$ cat config.mk
export PLATFORM = sky130hd
export DESIGN_NAME = mvu_apb_cmdq
export DESIGN_NICKNAME = d
export VERILOG_FILES = /design/src/rtl/mvu_pkg.sv /design/src/rtl/mvu_cmd_fifo.sv /design/src/rtl/mvu_apb_cmdq.sv
export SDC_FILE = /design/constraint.sdc
export NUM_CORES = 1
export LEC_CHECK = 0
export ABC_AREA = 1
export BUFFER_PORTS_ARGS = -buffer_cell sky130_fd_sc_hd__buf_2
export CELL_PAD_IN_SITES_DETAIL_PLACEMENT = 2
export CELL_PAD_IN_SITES_GLOBAL_PLACEMENT = 2
export CORE_ASPECT_RATIO = 0.9
export CORE_MARGIN = 2
export CORE_UTILIZATION = 25
export CTS_CLUSTER_SIZE = 25
export DETAILED_ROUTE_END_ITERATION = 8
export GPL_TIMING_DRIVEN = 1
export HOLD_SLACK_MARGIN = 0.15
export PLACE_DENSITY = 0.58
export SYNTH_ARGS = -nofsm -noshare
export SYNTH_HDL_FRONTEND = slang
export SYNTH_HIERARCHICAL = 1
export SYNTH_SLANG_ARGS = --single-unit
$ cat constraint.sdc
create_clock -name clk -period 5.8 [get_ports clk]
set_clock_uncertainty 0.15 [all_clocks]
set_input_delay 1.16 -clock clk [delete_from_list [all_inputs] [get_ports clk]]
set_output_delay 1.16 -clock clk [all_outputs]
set_load 0.01 [all_outputs]
$ cat src/rtl/mvu_pkg.sv
// ---------------------------------------------------------------------------
// mvu_pkg: shared definitions for the MVU APB CSR path.
//   - APB address/data widths, MVU count, CSR offsets
//   - apb_cmd_t      : one queued CSR write {addr, data}
//   - cmdq_state_t   : APB master sequencing states
//   - mvu_id()       : MVU select field of an APB address (also used by the
//                      CSR slave decode, so both sides agree on the split)
// ---------------------------------------------------------------------------
package mvu_pkg;

    localparam int APB_ADDR_WIDTH = 15;
    localparam int APB_DATA_WIDTH = 32;
    localparam int N              = 4;
    localparam int MVU_ID_WIDTH   = APB_ADDR_WIDTH - 12;

    localparam logic [11:0] CSR_MVUWBASEPTR = 12'h020;
    localparam logic [11:0] CSR_MVUCOMMAND  = 12'h0F0;

    typedef struct packed {
        logic [APB_ADDR_WIDTH-1:0] addr;
        logic [APB_DATA_WIDTH-1:0] data;
    } apb_cmd_t;

    typedef enum logic [1:0] {
        IDLE   = 2'd0,
        SETUP  = 2'd1,
        ACCESS = 2'd2
    } cmdq_state_t;

    function automatic logic [MVU_ID_WIDTH-1:0] mvu_id(input logic [APB_ADDR_WIDTH-1:0] addr);
        return addr[APB_ADDR_WIDTH-1:12];
    endfunction

endpackage

$ cat src/rtl/mvu_cmd_fifo.sv
// ---------------------------------------------------------------------------
// mvu_cmd_fifo: synchronous first-word-fall-through FIFO.
//   clk, rst_n      : clock, async active-low reset (flushes pointers/level)
//   push_i, wdata_i : write request and data (ignored when full)
//   pop_i           : discard head (ignored when empty)
//   rdata_o         : current head, valid whenever empty_o = 0
//   level_o         : registered occupancy 0..DEPTH
//   full_o, empty_o : occupancy flags decoded from level_o
// ---------------------------------------------------------------------------
module mvu_cmd_fifo #(
    parameter int WIDTH = 8,
    parameter int DEPTH = 8
) (
    input  logic                     clk,
    input  logic                     rst_n,
    input  logic                     push_i,
    input  logic [WIDTH-1:0]         wdata_i,
    input  logic                     pop_i,
    output logic [WIDTH-1:0]         rdata_o,
    output logic [$clog2(DEPTH):0]   level_o,
    output logic                     full_o,
    output logic                     empty_o
);

    localparam int AW = $clog2(DEPTH);

    logic [WIDTH-1:0] mem_q [DEPTH];
    logic [AW-1:0]    wptr_q;
    logic [AW-1:0]    rptr_q;
    logic [AW:0]      level_q;
    logic             push_s;
    logic             pop_s;

    assign push_s  = push_i && !full_o;
    assign pop_s   = pop_i && !empty_o;
    assign full_o  = (level_q == (AW+1)'(DEPTH));
    assign empty_o = (level_q == '0);
    assign level_o = level_q;
    assign rdata_o = mem_q[rptr_q];

    // Storage array; contents need no reset since the pointers define validity.
    always_ff @(posedge clk) begin
        if (push_s) begin
            mem_q[wptr_q] <= wdata_i;
        end
    end

    // Pointer and occupancy bookkeeping; DEPTH is a power of two so pointers wrap freely.
    always_ff @(posedge clk or negedge rst_n) begin
        if (!rst_n) begin
            wptr_q  <= '0;
            rptr_q  <= '0;
            level_q <= '0;
        end else begin
            if (push_s) begin
                wptr_q <= wptr_q + AW'(1);
            end
            if (pop_s) begin
                rptr_q <= rptr_q + AW'(1);
            end
            case ({push_s, pop_s})
                2'b10:   level_q <= level_q + (AW+1)'(1);
                2'b01:   level_q <= level_q - (AW+1)'(1);
                default: level_q <= level_q;
            endcase
        end
    end

endmodule

$ cat src/rtl/mvu_apb_cmdq.sv
// ---------------------------------------------------------------------------
// mvu_apb_cmdq: APB master command queue feeding the MVU CSR slave.
//   clk, rst_n                 : clock, async active-low reset
//   cmd_valid_i/cmd_ready_o    : host command stream handshake
//   cmd_addr_i, cmd_data_i     : CSR write address (MVU id | offset) and data
//   mvu_done_i                 : per-MVU job-done pulses
//   paddr_o..pwdata_o          : APB write master (pwrite_o tied high)
//   pready_i, pslverr_i        : APB slave response
//   mvu_busy_o                 : per-MVU job-in-flight flags
//   fifo_level_o               : queued entries, head included until it completes
//   err_o / err_clr_i          : sticky error (bad MVU id or slave error) and clear
// The queue entry type comes from mvu_pkg, so the address/data parameters are
// expected to stay at their package defaults.
// ---------------------------------------------------------------------------
module mvu_apb_cmdq #(
    parameter int APB_ADDR_WIDTH = mvu_pkg::APB_ADDR_WIDTH,
    parameter int APB_DATA_WIDTH = 32,
    parameter int NMVU           = mvu_pkg::N,
    parameter int DEPTH          = 8
) (
    input  logic                      clk,
    input  logic                      rst_n,
    input  logic                      cmd_valid_i,
    output logic                      cmd_ready_o,
    input  logic [APB_ADDR_WIDTH-1:0] cmd_addr_i,
    input  logic [APB_DATA_WIDTH-1:0] cmd_data_i,
    input  logic [NMVU-1:0]           mvu_done_i,
    output logic [APB_ADDR_WIDTH-1:0] paddr_o,
    output logic                      psel_o,
    output logic                      penable_o,
    output logic                      pwrite_o,
    output logic [APB_DATA_WIDTH-1:0] pwdata_o,
    input  logic                      pready_i,
    input  logic                      pslverr_i,
    output logic [NMVU-1:0]           mvu_busy_o,
    output logic [$clog2(DEPTH):0]    fifo_level_o,
    output logic                      err_o,
    input  logic                      err_clr_i
);
    import mvu_pkg::*;

    localparam int IDW = APB_ADDR_WIDTH - 12;

    cmdq_state_t               state_q;
    logic [APB_ADDR_WIDTH-1:0] paddr_q;
    logic [APB_DATA_WIDTH-1:0] pwdata_q;
    logic                      psel_q;
    logic                      penable_q;
    logic [NMVU-1:0]           mvu_busy_q;
    logic                      err_q;
    logic                      head_vld_q;

    apb_cmd_t                  push_cmd_s;
    apb_cmd_t                  head_s;
    logic                      fifo_full_s;
    logic                      fifo_empty_s;
    logic                      push_s;
    logic                      pop_s;
    logic [IDW-1:0]            id_s;
    logic                      id_ok_s;
    logic                      is_cmd_s;
    logic [NMVU-1:0]           id_hot_s;
    logic                      busy_hit_s;
    logic                      head_ok_s;
    logic                      drop_s;
    logic                      xfer_done_s;
    logic [NMVU-1:0]           busy_set_s;

    assign cmd_ready_o     = !fifo_full_s;
    assign push_s          = cmd_valid_i && cmd_ready_o;
    assign push_cmd_s.addr = cmd_addr_i;
    assign push_cmd_s.data = cmd_data_i;

    mvu_cmd_fifo #(
        .WIDTH ($bits(apb_cmd_t)),
        .DEPTH (DEPTH)
    ) u_fifo (
        .clk     (clk),
        .rst_n   (rst_n),
        .push_i  (push_s),
        .wdata_i (push_cmd_s),
        .pop_i   (pop_s),
        .rdata_o (head_s),
        .level_o (fifo_level_o),
        .full_o  (fifo_full_s),
        .empty_o (fifo_empty_s)
    );

    // Head decode: target MVU, its busy state, and whether this write starts a job.
    always_comb begin
        id_hot_s = '0;
        id_s     = mvu_id(head_s.addr);
        id_ok_s  = (int'(id_s) < NMVU);
        is_cmd_s = (head_s.addr[11:0] == CSR_MVUCOMMAND);
        for (int i = 0; i < NMVU; i++) begin
            id_hot_s[i] = (int'(id_s) == i);
        end
        busy_hit_s = |(id_hot_s & mvu_busy_q);
    end

    // Issue/completion qualifiers. head_vld_q gives a newly written entry one
    // settle cycle before decode; back-to-back entries are not delayed by it.
    always_comb begin
        head_ok_s   = head_vld_q && !fifo_empty_s;
        drop_s      = (state_q == IDLE) && head_ok_s && !id_ok_s;
        xfer_done_s = (state_q == ACCESS) && pready_i;
        pop_s       = drop_s || xfer_done_s;
        if (xfer_done_s && !pslverr_i && is_cmd_s) begin
            busy_set_s = id_hot_s;
        end else begin
            busy_set_s = '0;
        end
    end

    // APB master sequencer with registered bus outputs, busy and error tracking.
    always_ff @(posedge clk or negedge rst_n) begin
        if (!rst_n) begin
            state_q    <= IDLE;
            paddr_q    <= '0;
            pwdata_q   <= '0;
            psel_q     <= 1'b0;
            penable_q  <= 1'b0;
            mvu_busy_q <= '0;
            err_q      <= 1'b0;
            head_vld_q <= 1'b0;
        end else begin
            head_vld_q <= !fifo_empty_s;
            // Set wins over a same-edge done pulse for the same MVU.
            mvu_busy_q <= (mvu_busy_q & ~mvu_done_i) | busy_set_s;
            if (drop_s || (xfer_done_s && pslverr_i)) begin
                err_q <= 1'b1;
            end else if (err_clr_i) begin
                err_q <= 1'b0;
            end else begin
                err_q <= err_q;
            end
            case (state_q)
                IDLE: begin
                    if (head_ok_s && id_ok_s && !busy_hit_s) begin
                        state_q   <= SETUP;
                        paddr_q   <= head_s.addr;
                        pwdata_q  <= head_s.data;
                        psel_q    <= 1'b1;
                        penable_q <= 1'b0;
                    end else begin
                        state_q <= IDLE;
                    end
                end
                SETUP: begin
                    state_q   <= ACCESS;
                    penable_q <= 1'b1;
                end
                ACCESS: begin
                    if (pready_i) begin
                        state_q   <= IDLE;
                        psel_q    <= 1'b0;
                        penable_q <= 1'b0;
                    end else begin
                        state_q <= ACCESS;
                    end
                end
                default: begin
                    state_q   <= IDLE;
                    psel_q    <= 1'b0;
                    penable_q <= 1'b0;
                end
            endcase
        end
    end

    assign paddr_o    = paddr_q;
    assign pwdata_o   = pwdata_q;
    assign psel_o     = psel_q;
    assign penable_o  = penable_q;
    assign pwrite_o   = 1'b1;
    assign mvu_busy_o = mvu_busy_q;
    assign err_o      = err_q;

endmodule

# Word-level counts from Yosys, hierarchy flattened
# Memories as Yosys holds them, arrays and structs flattened.
# Index checks and enable logic that the tools add are counted.
# Widths: inputs -> output; s select.
dict set report word_totals {
  ram_bits 376
  inputBits 57
  mem_count 1
  ff_bits 67
}
dict set report op_classes {
  bitwise 5
  n_reduce_logical 28
  eq_ne 11
  order_cmp 1
  mux 14
  n_addsub 4
}
# memory depth width read_ports rd_ports_with_merged_regs wr line_no
set mem_list {}
lappend mem_list {u_fifo.mem_q 8 47 1 0 1 mvu_cmd_fifo.sv:27} ;# logic [WIDTH-1:0] mem_q [DEPTH];
# operator count
set ops {}
lappend ops {{$eq 12x8->1 const B} 1}
lappend ops {{$logic_and 1x1->1} 12}
lappend ops {{$and 4x4->4} 2}
lappend ops {{$mux 1} 8}
lappend ops {{$pmux 4 s2} 1}
lappend ops {{$add 3x1->3 const B} 2}
lappend ops {{$eq 3x3->1 const B} 2}
lappend ops {{$pmux 1 s3} 2}
lappend ops {{$pmux 2 s3} 1}
lappend ops {{$logic_not 1->1} 5}
lappend ops {{$add 4x1->4 const B} 1}
lappend ops {{$eq 2x1->1 const B} 2}
lappend ops {{$eq 2x2->1 const B} 2}
lappend ops {{$eq 4x4->1 const B} 1}
lappend ops {{$logic_not 4->1} 1}
lappend ops {{$mux 4} 1}
lappend ops {{$not 4->4} 1}
lappend ops {{$or 4x4->4} 1}
lappend ops {{$reduce_and 2->1} 2}
lappend ops {{$reduce_bool 2->1} 2}
lappend ops {{$reduce_or 4->1} 1}
lappend ops {{$sub 4x1->4 const B} 1}
lappend ops {{$eq 3x2->1 const B} 1}
lappend ops {{$logic_not 3->1} 1}
lappend ops {{8 further kinds} 9}

# Longest topological paths before layout
# Gate-level depths: netlist of the first run.
dict set report logic_depth {
  word_depth 9
  mapped_depth 23
  mapped_depth_nobuf 20
}

# Modules after synthesis
# Netlist of the first run, hierarchy kept.
# module seq_area_each_um2 cells_per_inst instances area_per_inst_um2
set modules_own_cells {}
lappend modules_own_cells {mvu_cmd_fifo 11541.1 1707 1 16741.1}
lappend modules_own_cells {mvu_apb_cmdq 1426.4 274 1 2337.2}

# Worst setup path after synthesis of the first run
# No wires, ideal clock.
dict set report synth_timing {
  path_type {input to register}
  from {in cmd_valid_i}
  to {mem u_fifo/mem_q[4][0] (netlist bit), enable pin}
  setup_time_ns 0.510
  setup_slack_ns 0.354
  t_arrival_ns 4.786
  n_path_buf 1
  required_time_ns 5.140
  stages 5
  path_cell_list {inv_1 > nor2_1 > nand2_1 > buf_2 > nor3_1}
}
dict set report synth_between {
  elab_chain_len 4
}
# item line_no
set synth_lines {}
lappend synth_lines {{start, declared} mvu_apb_cmdq.sv:23} ;# input logic cmd_valid_i,
lappend synth_lines {{$logic_and 1x1->1} mvu_apb_cmdq.sv:70} ;# assign push_s = cmd_valid_i && cmd_ready_o;
lappend synth_lines {{named net push_s} mvu_apb_cmdq.sv:57} ;# logic push_s;
lappend synth_lines {{$logic_and 1x1->1} mvu_cmd_fifo.sv:34} ;# assign push_s = push_i && !full_o;
lappend synth_lines {{$mux 1} mvu_cmd_fifo.sv:43} ;# if (push_s) begin
lappend synth_lines {{$mux 1 (implied by the code)} mvu_cmd_fifo.sv:44} ;# mem_q[wptr_q] <= wdata_i;
lappend synth_lines {{end, declared} mvu_cmd_fifo.sv:27}
# The timed path passes the listed nets, and every way through them passes these cells.

==> results_dict.tcl, run 1 <==
set metrics [dict create \
    outcome "finished clean" \
    synth-edff-count 376 \
    grt_pass1_wl_mm 85.92 \
    gp_congestion 0.7003 \
    async_flop_share_pct 15.12 \
    clkSinkCount 443 \
    fin_util_pct 29.45 \
    avgRoutedWirePerCell_um 17.49 \
    tightestPinTransition_ns 1.037 \
    drt_first_pass_iters 4 \
    synth_common_cells "nand2_1, nor2_1, edfxtp_1, inv_1, dfrtp_1" \
    r2r-start "u_fifo/rptr_q[1]" \
    clk_latency_ns 0.60 \
    worst_slack_ns 1.834 \
    rr_endpoint "u_fifo/level_o[3]" \
    cts_buffers 54 \
    path_depth 19 \
    setup_viol 0 \
    synthCells 1981 \
    portBuffers 115 \
    synth-simple-area-share_pct 23.99 \
    leakage_nw 9.822 \
    synth_top_family_by_area "simple AND/OR/NAND/NOR gates" \
    cp_cell_sequence "clkinv_2 > nor2_1 > nand2_1 > nand2_1 > nand2_1 > nand2_1 > inv_2 > nor3_1 > inv_1 > nand2_1 > nand2_1 > inv_1 > ha_1 > ha_1 > or2_2 > nand2_1 > nand2_1 > nand3_1 > nand2_1" \
    die_area_mm2 0.07854 \
    postCtsSetupRepairBufs 0 \
    max-vdd-ir-drop_uv 314.5 \
    synth_top_area_share_pct 59.18 \
    cp_data_required_time_ns 6.13 \
    reg2reg_slack_ns 1.83 \
    ys.warnings.count 6 \
    pre_cts_ws_ns 1.776 \
    worstHoldStart "penable_o" \
    r2r_cells 19 \
    ios 117 \
    ys_ff_latch 443 \
    crit_start "u_fifo/rptr_q[1]" \
    synth_cell_types 29 \
    clkTransAtPathRegs_ns 0.06 \
    cts_tree "built" \
    synth_mux_area_share_pct 0 \
    grt_max_degree 221 \
    drive_above_1_share_pct 10.38 \
    cts_resized 0 \
    std_cell_rows 96 \
    arrival_ns 4.29 \
    die_x_um 295.2 \
    path_common_cell "nand2_1" \
    hold_violations 0 \
    power_density_mw_per_mm2 525.7 \
    slowest_stage "dfrtp_4" \
    crit_type "register to register" \
    yosysMostFrequentCell "nand2_1" \
    synth_xor_area_share_pct 0.2754 \
    syn-num-nets 2044 \
    die_y_um 266.1 \
    ys_seq_area_share_pct 67.97 \
    antenna_found_initial 8 \
    clk_path_buf_depth 3 \
    ys.flop_type "edfxtp_1" \
    grt_pass1_vias 14584 \
    synth_fa_ha_area_share_pct 0.4328 \
    syn-cell-area_mm2 0.01908 \
    start_util_pct 25.13 \
    wl_mm 55.32 \
    drt-initial-drc-count 520 \
    grt-ovfl-total 0 \
    max_stage_delay_ns 0.93 \
    layout.nets 2147 \
    synth_compound_area_share_pct 0.3214 \
    hp-class "register to register" \
    hpwl_mm 30.29 \
    place_area_mm2 0.02065 \
    synth_area_leaders "edfxtp_1, nand2_1, dfrtp_1, nor2_1, inv_1" \
    area_growth_pct 17.17 \
    drc 0 \
    tns_ns 0 \
    rsz0062_at_grt "false" \
    viasPerCell 4.204 \
    cp_max_fo 52 \
    cts_hold_buf 0 \
    crit_path_end_kind "register" \
    core_mm2 0.07591 \
    start_kind "register" \
    maxSlewViolCount 0 \
    ant_nets 0 \
    fmax_mhz 252.1 \
    grtUsageTotal_pct 14.32 \
    root_buffer "clkbuf_16" \
    fin_area_mm2 0.02235 \
    path_buf_inv 4 \
    min_period_ns 3.966 \
    cp-endpoint "u_fifo/level_o[3]" \
    vias 13297 \
    postSynthAreaPerCell_um2 9.631 \
    post-route-period-util_pct 68.38 \
    htreeDepth 2 \
    critPathTopFamily "simple AND/OR/NAND/NOR gates" \
    slew_headroom_pct 30.83 \
    cap_violations 0 \
    yosys.area.top_type "edfxtp_1" \
]
==> layer usage <==
| layer | vias to the layer above | track usage [%] | part of all wire [%] |
|---|---|---|---|
| met1 | 6752 | 18.02 | 45 |
| met2 | 128 | 25.31 | 50 |
| met3 | 76 | 2.486 | 3.0 |
| met4 | 4 | 3.608 | 1.7 |
| li1 | 6337 | - | - |
| met5 | - | 0 | 0.040 |
==> registers in the layout, indices dropped and copies added, names as in the netlist <==
signal / count
err_o: 1
head_vld_q: 1
mvu_busy_o: 4
paddr_o: 15
penable_o: 1
psel_o: 1
pwdata_o: 32
state_q: 2
u_fifo/level_o: 4
u_fifo/mem_q: 376
u_fifo/rptr_q: 3
u_fifo/wptr_q: 3
==> area by class of cell <==
type | instances | area (um^2)
flip-flops and latches | 443 | 12980
clock buffers | 84 | 1535
repair buffers | 132 | 718.2
clock inverters | 17 | 158.9
diodes | 5 | 12.51
fillers | 8462 | 53560
well taps | 1029 | 1287
inverters | 225 | 848.3
multi-input cells | 1228 | 4817
==> through the flow <==
step	std cells	power (mW)	hold WS, ns
3_5_place_dp	3057	8.737	0.3119
4_1_cts	3158	12.11	0.3281
6_report	3163	11.75	0.3207
3_3_place_gp	3057	8.553	0.3021
2_1_floorplan	1981	7.326	0.3543
5_1_grt	3160	12.78	0.3415
==> power breakdown <==
part	leakage [nW]	switching, mW	internal, mW
Combinational	4.75	2.84	1.16
Clock	0.824	1.33	1.94
Sequential	4.25	0.385	4.09
Total	9.82	4.55	7.20
==> placed cells by master, fill, tap and decap left out, drive strengths merged, types with 3 or more instances in the layout <==
cell / count
bufinv: 3
nand3: 9
nand4: 4
clkinv: 14
nor2: 387
o21ai: 9
diode: 5
edfxtp: 376
nor3: 12
nand2: 788
ha: 5
buf: 132
xnor2: 4
inv: 225
dfrtp: 67
clkbuf: 84
==> worst reg2reg max path: cells and delay by family (launching register included) <==
family / cells / cell delay (ns)
buffers and inverters: 4 / 0.77
and+or+nand+nor: 13 / 1.51
DFF: 1 / 0.93
adders and majority gates: 2 / 0.50
==> how the worst min path moves through the flow <==
stage | slack [ns] | to | cells after the start
finish | 0.32 | penable_o | 2
global route | 0.34 | psel_o | 2
CTS | 0.33 | penable_o | 2
detailed placement | 0.31 | penable_o | 2
global placement | 0.30 | psel_o | 2
floorplan | 0.35 | penable_o | 2
==> cells by family (layout without fill, tap and decap cells) <==
family / after synthesis / in the layout
adders and majority gates: 6 / 6
AOI/OAI and AO/OA: 11 / 11
DFF: 443 / 443
buffers and inverters: 310 / 458
xor gates and xnor gates: 6 / 6
and+or+nand+nor: 1204 / 1204
other: 1 / 6
No activity file was read; power rests on OpenSTA's default activity.
==> run 2, diff against run 1 <==
Settings changed: PLACE_DENSITY 0.58 to 0.6.
Clock period 5.8 ns to 3.4 ns, I/O delays scaled along.
==> run 2 against run 1 <==
  * Non-clock buffer count increased by 29
  * Global-route usage increased by 0.24 points
  * Clock power increased by 80%
  * Via count increased by 1.5%
  * Die area unchanged
  * Critical endpoint is now pwdata_o[7]
  * Sequential power increased by 65%
  * Worst hold slack got worse by 0.12 ns
  * Register-to-register slack got worse by 1.5 ns
==> results_dict.tcl, run 2 (synthesis results as in run 1) <==
set metrics [dict create \
    outcome "finished clean" \
    ios 117 \
    use_met2_pct 25.52 \
    nFillCells 8400 \
    grt_max_degree 92 \
    power_mw 20.76 \
    clk_path_buf_depth 3 \
    die_x_um 295.2 \
    start_kind "register" \
    postCtsSetupRepairBufs 0 \
    cts_buffers 54 \
    holdWs_ns 0.1993 \
    clk_latency_ns 0.61 \
    hold_violations 0 \
    wl_mm 56.41 \
    p_int_mw 12.79 \
    hpwl_mm 33.31 \
    top_register "u_fifo/mem_q" \
    area_growth_pct 20.46 \
    antenna_found_initial 4 \
    gp_congestion 0.7170 \
    drt-initial-drc-count 589 \
    post-route-period-util_pct 91.22 \
    p_sw_mw 7.976 \
    fmax_mhz 322.4 \
    start_util_pct 25.13 \
    viasPerCell 4.236 \
    worstHoldPathCells 1 \
    layout_commonest_cell "nand2_1" \
    core_mm2 0.07591 \
    cap_violations 0 \
    drt_first_pass_iters 4 \
    avgRoutedWirePerCell_um 17.69 \
    drive_above_1_share_pct 11.76 \
    final_cell_mix "nand2_1, nor2_1, edfxtp_1, inv_1, buf_2" \
    portBuffers 115 \
    cp_max_fo 85 \
    crit_type "register to register" \
    hp-class "input port to register" \
    grt-ovfl-total 0 \
    clkTransAtPathRegs_ns 0.06 \
    crit_path_end_kind "register" \
    arrival_ns 3.48 \
    vias 13503 \
    combPwrFrac_pct 36.0 \
    leakage_nw 10.12 \
    seq_area_mm2 0.01298 \
    place_area_mm2 0.02110 \
    cp_data_required_time_ns 3.78 \
    grt_pass1_vias 14649 \
    rsz0062_at_grt "false" \
    use_met3_pct 2.586 \
    maxSlewViolCount 0 \
    root_buffer "clkbuf_16" \
    max-vdd-ir-drop_uv 367.2 \
    dp_cells 3081 \
    power_density_mw_per_mm2 903.5 \
    fin_util_pct 30.27 \
    largest_reg_flops 376 \
    power_frac_clock_pct 28.4 \
    grt_util_met1_pct 18.56 \
    std_cell_rows 96 \
    fin_area_mm2 0.02298 \
    busiest_layer "met2" \
    clkSinkCount 443 \
    r2r_cells 10 \
    setup_viol 0 \
    drc 0 \
    min_period_ns 3.101 \
    instances_no_fill 3188 \
    seq_power_share_pct 35.6 \
    swShare_pct 38.42 \
    tightestPinTransition_ns 0.9454 \
    num_antenna_cells 0 \
    multi_input_area_mm2 0.004867 \
    die_area_mm2 0.07854 \
    ant_nets 0 \
    grtUsageTotal_pct 14.55 \
    cts_tree "built" \
    grt_pass1_wl_mm 86.92 \
    htreeDepth 2 \
    slew_headroom_pct 36.77 \
    die_y_um 266.1 \
    layout.nets 2176 \
]
==> run 2: final cells by class <==
cell class | count | area share [%]
Sequential cell | 443 | 56.46
Multi-Input combinational cell | 1228 | 21.18
Clock buffer | 77 | 6.751
Tap cell | 1029 | 5.602
Timing Repair Buffer | 161 | 5.139
Inverter | 225 | 3.702
Clock inverter | 25 | 1.165
==> run 2: path summary, 6_finish.rpt <==
check	to	startpoint	slack, ns
setup / recovery	pwdata_o[7]	u_fifo/rptr_q[0]	0.30
hold / removal	u_fifo/mem_q[0][44]	cmd_addr_i[12]	0.20
setup reg to reg	pwdata_o[7]	u_fifo/rptr_q[0]	0.30
hold reg to reg	pwdata_o[5]	pwdata_o[5]	0.32
max in group asynchronous	pwdata_o[23]	rst_n	1.99
min in group asynchronous	u_fifo/level_o[0]	rst_n	0.42
==> run 2: power by group through the flow <==
stage                     combinational (mW)  clock [mW]  sequential [mW]
after floorplan                         4.95           0             7.53
after global placement                  7.43           0             7.48
after detailed placement                7.71           0             7.52
after CTS                               7.78        6.12             7.42
after global routing                    8.63        6.32             7.51
final                                   7.47        5.90             7.39
==> run 2: routing by layer <==
metal	share of wire, %	vias to the layer above
met2	50	154
met1	45	6870
met5	0.039	-
li1	-	6405
met4	1.7	4
met3	3.7	70
==> run 2: metrics by stage <==
stage	setup TNS, ns	setup WS, ns
after global routing	0	0.02002
after floorplan	-56.63	-0.1506
after detailed placement	0	0.1337
final	0	0.2985
after global placement	0	0.2034
after CTS	0	0.1128
==> run 2: critical path, stage by stage (launching register included) <==
cell     delay, ns
dfrtp_4       0.54
buf_4         0.68
buf_4         0.72
nor2_1        0.11
nor2_1        0.14
nand2_1       0.06
nand2_1       0.07
nand2_1       0.05
nand2_1       0.15
nand2_1       0.09
nand2_1       0.09
==> run 2: what timing repair did <==
action | CTS | global route
hold buffers | 5 | 0
endpoints found under the setup margin | 0 | 30
hold endpoints to repair | 35 | 0
resized for setup | 0 | 3
